### config.mk
export PLATFORM = sky130hd
export DESIGN_NAME = stream_width_pack_flat
export DESIGN_NICKNAME = d
export VERILOG_FILES = /design/src/rtl/stream_pkg.sv /design/src/rtl/stream_width_pack_if.sv /design/src/rtl/stream_width_pack.sv /design/src/flat_wrapper.sv
export SDC_FILE = /design/constraint.sdc
export NUM_CORES = 1
export LEC_CHECK = 0
export BUFFER_PORTS_ARGS = -buffer_cell sky130_fd_sc_hd__buf_2
export CELL_PAD_IN_SITES_DETAIL_PLACEMENT = 0
export CELL_PAD_IN_SITES_GLOBAL_PLACEMENT = 1
export CORE_MARGIN = 2
export CORE_UTILIZATION = 35
export DETAILED_ROUTE_END_ITERATION = 8
export PLACE_DENSITY_LB_ADDON = 0.3
export SYNTH_ARGS = -nofsm -noshare
export SYNTH_HDL_FRONTEND = slang
export SYNTH_SLANG_ARGS = --single-unit
export TNS_END_PERCENT = 5
### constraint.sdc
create_clock -name clk -period 3.7 [get_ports clk]
set_clock_uncertainty 0.1 [all_clocks]
set_input_delay 0.37 -clock clk [delete_from_list [all_inputs] [get_ports clk]]
set_output_delay 0.37 -clock clk [all_outputs]
set_load 0.02 [all_outputs]
### src/rtl/stream_pkg.sv
// Shared constants and helpers for the camera-to-DMA width packer.
// STREAM_PACK_BYTESWAP_EN (see stream_width_pack) does not affect anything here.
package stream_pkg;

  localparam int PIX_WIDTH = 16;
  localparam int DMA_WIDTH = 128;
  localparam int LANES     = DMA_WIDTH / PIX_WIDTH;

  // One bit per pixel lane of a DMA word.
  typedef logic [LANES-1:0] lane_mask_t;

  // Elaboration-time ceil(log2(value)).
  function automatic int clog2(input int value);
    int result;
    int rem;
    result = 0;
    rem    = value - 1;
    while (rem > 0) begin
      result = result + 1;
      rem    = rem >> 1;
    end
    return result;
  endfunction

endpackage

### src/rtl/stream_width_pack_if.sv
// Valid/ready stream bundles: narrow pixel beats in, wide lane-masked words out.
interface pix_stream_if
  import stream_pkg::*;
#(
  parameter int W = PIX_WIDTH
);
  logic         valid;
  logic         ready;
  logic [W-1:0] payload;
  logic         last;

  modport master (output valid, output payload, output last, input ready);
  modport slave  (input valid, input payload, input last, output ready);
endinterface

interface word_stream_if
  import stream_pkg::*;
#(
  parameter int W = DMA_WIDTH,
  parameter int L = LANES
);
  logic         valid;
  logic         ready;
  logic [W-1:0] payload;
  logic         last;
  logic [L-1:0] keep;

  modport master (output valid, output payload, output last, output keep, input ready);
  modport slave  (input valid, input payload, input last, input keep, output ready);
endinterface

### src/rtl/stream_width_pack.sv
// Packs IN_WIDTH pixel beats into OUT_WIDTH words; `last` flushes a zero-padded partial word.
// Build option: define STREAM_PACK_BYTESWAP_EN to byte-reverse each beat before lane insertion.
module stream_width_pack
  import stream_pkg::*;
#(
  parameter int IN_WIDTH  = PIX_WIDTH,
  parameter int OUT_WIDTH = DMA_WIDTH
) (
  input  logic          clk,
  input  logic          reset_n,
  pix_stream_if.slave   dataIn,
  word_stream_if.master dataOut
);

  localparam int RATIO  = OUT_WIDTH / IN_WIDTH;
  localparam int LANE_W = clog2(RATIO);

  typedef logic [RATIO-1:0] keep_t;

  logic [LANE_W-1:0]    lane_cnt_q, lane_cnt_d;
  logic [OUT_WIDTH-1:0] acc_q, acc_d;
  keep_t                acc_keep_q, acc_keep_d;
  logic                 acc_last_q, acc_last_d;
  logic                 acc_full_q, acc_full_d;
  logic [OUT_WIDTH-1:0] out_payload_q, out_payload_d;
  keep_t                out_keep_q, out_keep_d;
  logic                 out_last_q, out_last_d;
  logic                 out_valid_q, out_valid_d;

  logic [IN_WIDTH-1:0]  beat_data;
  logic [OUT_WIDTH-1:0] acc_merged;
  keep_t                keep_merged;
  logic                 in_fire;
  logic                 out_free;
  logic                 word_done;

`ifdef STREAM_PACK_BYTESWAP_EN
  localparam int BYTES = IN_WIDTH / 8;

  // Sensor sends high byte first; DMA side expects little-endian lanes.
  always_comb begin
    beat_data = '0;
    for (int b = 0; b < BYTES; b++) begin
      beat_data[b*8 +: 8] = dataIn.payload[(BYTES-1-b)*8 +: 8];
    end
  end
`else
  assign beat_data = dataIn.payload;
`endif

  // Accumulator with the incoming beat dropped into lane lane_cnt.
  always_comb begin
    acc_merged  = acc_q;
    keep_merged = acc_keep_q;
    for (int l = 0; l < RATIO; l++) begin
      if (lane_cnt_q == LANE_W'(l)) begin
        acc_merged[l*IN_WIDTH +: IN_WIDTH] = beat_data;
        keep_merged[l]                     = 1'b1;
      end
    end
  end

  assign in_fire   = dataIn.valid && !acc_full_q;
  assign out_free  = !out_valid_q || dataOut.ready;
  assign word_done = in_fire && ((lane_cnt_q == LANE_W'(RATIO - 1)) || dataIn.last);

  always_comb begin
    // NOTE: every *_d starts from its current value, so no branch leaves one unassigned and no latch is inferred.
    lane_cnt_d    = lane_cnt_q;
    acc_d         = acc_q;
    acc_keep_d    = acc_keep_q;
    acc_last_d    = acc_last_q;
    acc_full_d    = acc_full_q;
    out_payload_d = out_payload_q;
    out_keep_d    = out_keep_q;
    out_last_d    = out_last_q;
    out_valid_d   = out_valid_q;

    if (out_valid_q && dataOut.ready) begin
      out_valid_d = 1'b0;
    end

    if (acc_full_q) begin
      // A parked word leaves as soon as the output register frees up.
      if (out_free) begin
        out_payload_d = acc_q;
        out_keep_d    = acc_keep_q;
        out_last_d    = acc_last_q;
        out_valid_d   = 1'b1;
        acc_d         = '0;
        acc_keep_d    = '0;
        acc_last_d    = 1'b0;
        acc_full_d    = 1'b0;
        lane_cnt_d    = '0;
      end
    end else if (in_fire) begin
      if (word_done && out_free) begin
        out_payload_d = acc_merged;
        out_keep_d    = keep_merged;
        out_last_d    = dataIn.last;
        out_valid_d   = 1'b1;
        acc_d         = '0;
        acc_keep_d    = '0;
        acc_last_d    = 1'b0;
        lane_cnt_d    = '0;
      end else if (word_done) begin
        acc_d      = acc_merged;
        acc_keep_d = keep_merged;
        acc_last_d = dataIn.last;
        acc_full_d = 1'b1;
      end else begin
        acc_d      = acc_merged;
        acc_keep_d = keep_merged;
        lane_cnt_d = lane_cnt_q + LANE_W'(1);
      end
    end
  end

  // NOTE: the accumulator is plain flops rather than a RAM, so it may take the async reset like everything else.
  always_ff @(posedge clk or negedge reset_n) begin
    if (!reset_n) begin
      lane_cnt_q    <= '0;
      acc_q         <= '0;
      acc_keep_q    <= '0;
      acc_last_q    <= 1'b0;
      acc_full_q    <= 1'b0;
      out_payload_q <= '0;
      out_keep_q    <= '0;
      out_last_q    <= 1'b0;
      out_valid_q   <= 1'b0;
    end else begin
      // NOTE: non-blocking so every flop samples pre-edge values regardless of statement order.
      lane_cnt_q    <= lane_cnt_d;
      acc_q         <= acc_d;
      acc_keep_q    <= acc_keep_d;
      acc_last_q    <= acc_last_d;
      acc_full_q    <= acc_full_d;
      out_payload_q <= out_payload_d;
      out_keep_q    <= out_keep_d;
      out_last_q    <= out_last_d;
      out_valid_q   <= out_valid_d;
    end
  end

  assign dataIn.ready    = !acc_full_q;
  assign dataOut.valid   = out_valid_q;
  assign dataOut.payload = out_payload_q;
  assign dataOut.keep    = out_keep_q;
  assign dataOut.last    = out_last_q;

endmodule

### src/flat_wrapper.sv
// flat-port wrapper written by rule: the top's interface ports become plain ports
module stream_width_pack_flat import stream_pkg::*;
#(
  parameter int IN_WIDTH  = PIX_WIDTH,
  parameter int OUT_WIDTH = DMA_WIDTH
)
  (clk, reset_n, dataIn_valid, dataIn_payload, dataIn_last, dataIn_ready, dataOut_valid, dataOut_payload, dataOut_last, dataOut_keep, dataOut_ready);
  pix_stream_if #(.W((PIX_WIDTH))) dataIn_i ();
  word_stream_if #(.W((DMA_WIDTH)), .L(((DMA_WIDTH) / (PIX_WIDTH)))) dataOut_i ();
  input  logic clk;
  input  logic reset_n;
  input wire logic [$bits(dataIn_i.valid)-1:0] dataIn_valid;
  input wire logic [$bits(dataIn_i.payload)-1:0] dataIn_payload;
  input wire logic [$bits(dataIn_i.last)-1:0] dataIn_last;
  output wire logic [$bits(dataIn_i.ready)-1:0] dataIn_ready;
  output wire logic [$bits(dataOut_i.valid)-1:0] dataOut_valid;
  output wire logic [$bits(dataOut_i.payload)-1:0] dataOut_payload;
  output wire logic [$bits(dataOut_i.last)-1:0] dataOut_last;
  output wire logic [$bits(dataOut_i.keep)-1:0] dataOut_keep;
  input wire logic [$bits(dataOut_i.ready)-1:0] dataOut_ready;
  assign dataIn_i.valid = dataIn_valid;
  assign dataIn_i.payload = dataIn_payload;
  assign dataIn_i.last = dataIn_last;
  assign dataIn_ready = dataIn_i.ready;
  assign dataOut_valid = dataOut_i.valid;
  assign dataOut_payload = dataOut_i.payload;
  assign dataOut_last = dataOut_i.last;
  assign dataOut_keep = dataOut_i.keep;
  assign dataOut_i.ready = dataOut_ready;
  stream_width_pack #(.IN_WIDTH(IN_WIDTH), .OUT_WIDTH(OUT_WIDTH)) u_core (.clk(clk), .reset_n(reset_n), .dataIn(dataIn_i), .dataOut(dataOut_i));
endmodule
==> flow_summary.ini <==
[floorplan]
die_width_um = 188
rows = 67
core-area_um2 = 33400
initial_utilization_pct = 35.5
die-area_um2 = 35400
die_y_um = 188
ios = 160

[worst_hold_path]
holdCritPathClass = input pin to flop
hp-start = dataIn_last
hold-path-endpoint = u_core.dataOut.last
whs_path_depth = 3

[global_route]
grt_pass1_vias = 7784
grt_overflow_total = 0
antenna_found_initial = 0
track_usage_pct = 17.2
grt_max_degree = 108
grt_pass1_wl_um = 48100

[worst_setup_path]
end_kind = flop
worstSetupPathType = flop to flop
r2r_end = u_core.dataOut.payload[101]
cp-start-kind = flop
path_max_fanout = 16
r2r_cells = 4
r2r-start = u_core.acc_full_q
rrSetupSlack_ns = 1.23
crit_arrival_ns = 2.79
cp.required_ns = 4.02

[pwr]
leakagePower_nw = 7.03
power_density_nw_per_um2 = 608
power_mw = 8.40
vdd_drop_max_uv = 341

[yosys]
synth_nets = 1020
synth-main-ff-cell = dfrtp_1
ys_types = 37
yosysWarnings = 0
syn_area_um2 = 11900
async_reset_ff_share_pct = 100
synthCells = 993
ys_ff_latch = 279
avgSynthCellArea_um2 = 12.0
synth-edff-count = 0
ys_seq_area_share_pct = 58.8

[final_layout]
mostFrequentLayoutCells = 279 x dfrtp_1, 158 x buf_2, 141 x nand2_1
final_common_cell = dfrtp_1
utilization_pct = 41.3
fin_nets = 1139
layout-drive-gt1-share_pct = 21.6
stdcell_count = 1580
syn2layout_area_growth_pct = 16.3
n_antenna_cell = 0

[sta]
fin_crit_sh_pct = 66.7
setup_viol = 0
fin_tns_setup_ns = 0
rsz0062_at_grt = no
fmax_mhz = 405
drv_slew = 0
fin_crit_ns = 2.47
max-slew-margin-rel_pct = 34.9
tightest_slew_ns = 0.976
hold_violations = 0

[drt]
firstDrtPassIters = 5
drcViolationCount = 0
drt_iter0_markers = 482
via_per_inst = 5.06
wl_per_cell_um = 19.3
ant_nets = 0
routed-via-count = 7991
drt_wl_total_um = 30400

[clock_tree]
ctsHtreeMaxLevel = 1
cts-buffers-inserted = 31
clk_pin_slew_ns = 0.06
root_buffer = clkbuf_16
clock_latency_ns = 0.55
clk_path_buf_depth = 3
cts_tree = built
cts.sinks = 279

[placed_design]
port_buffers = 159
dp_hpwl_um = 19700
gp_congestion = 0.791
placed_cells = 1526

[status]
status = finished, final reports clean

[job]
cap_violations = 0
## worst max-delay path, cell delays in order (launching register included)
cell     delay (ns)
dfrtp_1        0.55
nor2b_1        0.65
nand2_2        0.54
mux2i_1        0.38
o21ai_0        0.11
## sequential cells by signal, indices dropped and copies added, names as in the netlist
| name | cells |
|---|---|
| u_core.acc_full_q | 1 |
| u_core.dataOut.payload | 128 |
| u_core.acc_keep_q | 8 |
| u_core.dataOut.valid | 1 |
| u_core.lane_cnt_q | 3 |
| u_core.dataOut.last | 1 |
| u_core.dataOut.keep | 8 |
| u_core.acc_last_q | 1 |
| u_core.acc_q | 128 |
## where the power goes
| group | leakage [nW] | switching (mW) | internal (mW) |
|---|---|---|---|
| logic | 2.73 | 1.12 | 0.610 |
| registers | 3.82 | 0.258 | 3.45 |
| clock network | 0.482 | 1.22 | 1.74 |
## stage by stage
stage                     instance area, µm²  hold slack [ns]  setup slack (ns)
after floorplan                        11900          -0.0256              1.68
after global placement                 12800            0.357              1.21
after detailed placement               12800            0.366              1.21
after CTS                              13800            0.139              1.20
after global routing                   13800            0.156              1.08
final                                  13800            0.151              1.23
## logic make-up (layout without fill, tap and decap cells)
group / after synthesis / count (layout) / share of synthesized area, %
compound gates: 297 / 297 / 17.7
mux: 131 / 131 / 11.0
buf+inv: 93 / 232 / 5.08
fa+ha+maj: 6 / 6 / 0.632
simple gates: 187 / 187 / 6.75
flops: 279 / 279 / 58.8
## cell type report
class / instances / area [µm²]
fill: 3238 / 19600
sequential: 279 / 6980
multi-input combinational: 621 / 4310
timing repair buffer: 174 / 983
clock buffer: 41 / 853
tap: 448 / 561
clock inverter: 12 / 116
inverter: 5 / 18.8
## cells in the mapped netlist (8+ instances only)
cell | count | area, µm²
dfrtp_1 | 279 | 6980
nor2b_1 | 8 | 50.1
buf_2 | 21 | 105
o21ai_0 | 114 | 571
buf_6 | 18 | 203
buf_4 | 19 | 143
nor2_1 | 17 | 63.8
mux2i_1 | 131 | 1310
o21ai_1 | 26 | 130
a21oi_1 | 13 | 65.1
nand2_1 | 141 | 529
a22o_1 | 130 | 1140
clkbuf_1 | 25 | 93.8
## timing repair
item                      CTS  global route
resized for setup           0             0
hold endpoints to repair  102             0
setup buffers               0             0
hold buffers                1             0
## metal layers
metal	track usage, %	part of all wire (%)	vias up
met5	0	0	-
met4	3.85	1.7	0
met3	2.44	4.9	35
met2	25.5	44	208
met1	26.5	49	3994
li1	-	-	3754
## how the worst max path moves through the flow
stage	depth (start not counted)	start	slack, ns	to
finish	4	u_core.acc_full_q	1.23	u_core.dataOut.payload[101]
global route	4	u_core.acc_full_q	1.08	u_core.dataOut.payload[101]
CTS	4	u_core.acc_full_q	1.20	u_core.dataOut.payload[101]
detailed placement	4	u_core.acc_full_q	1.21	u_core.dataOut.payload[101]
global placement	4	u_core.acc_full_q	1.21	u_core.dataOut.payload[101]
floorplan	7	u_core.lane_cnt_q[0]	1.68	u_core.dataOut.payload[115]
No activity file was read; power rests on OpenSTA's default activity.
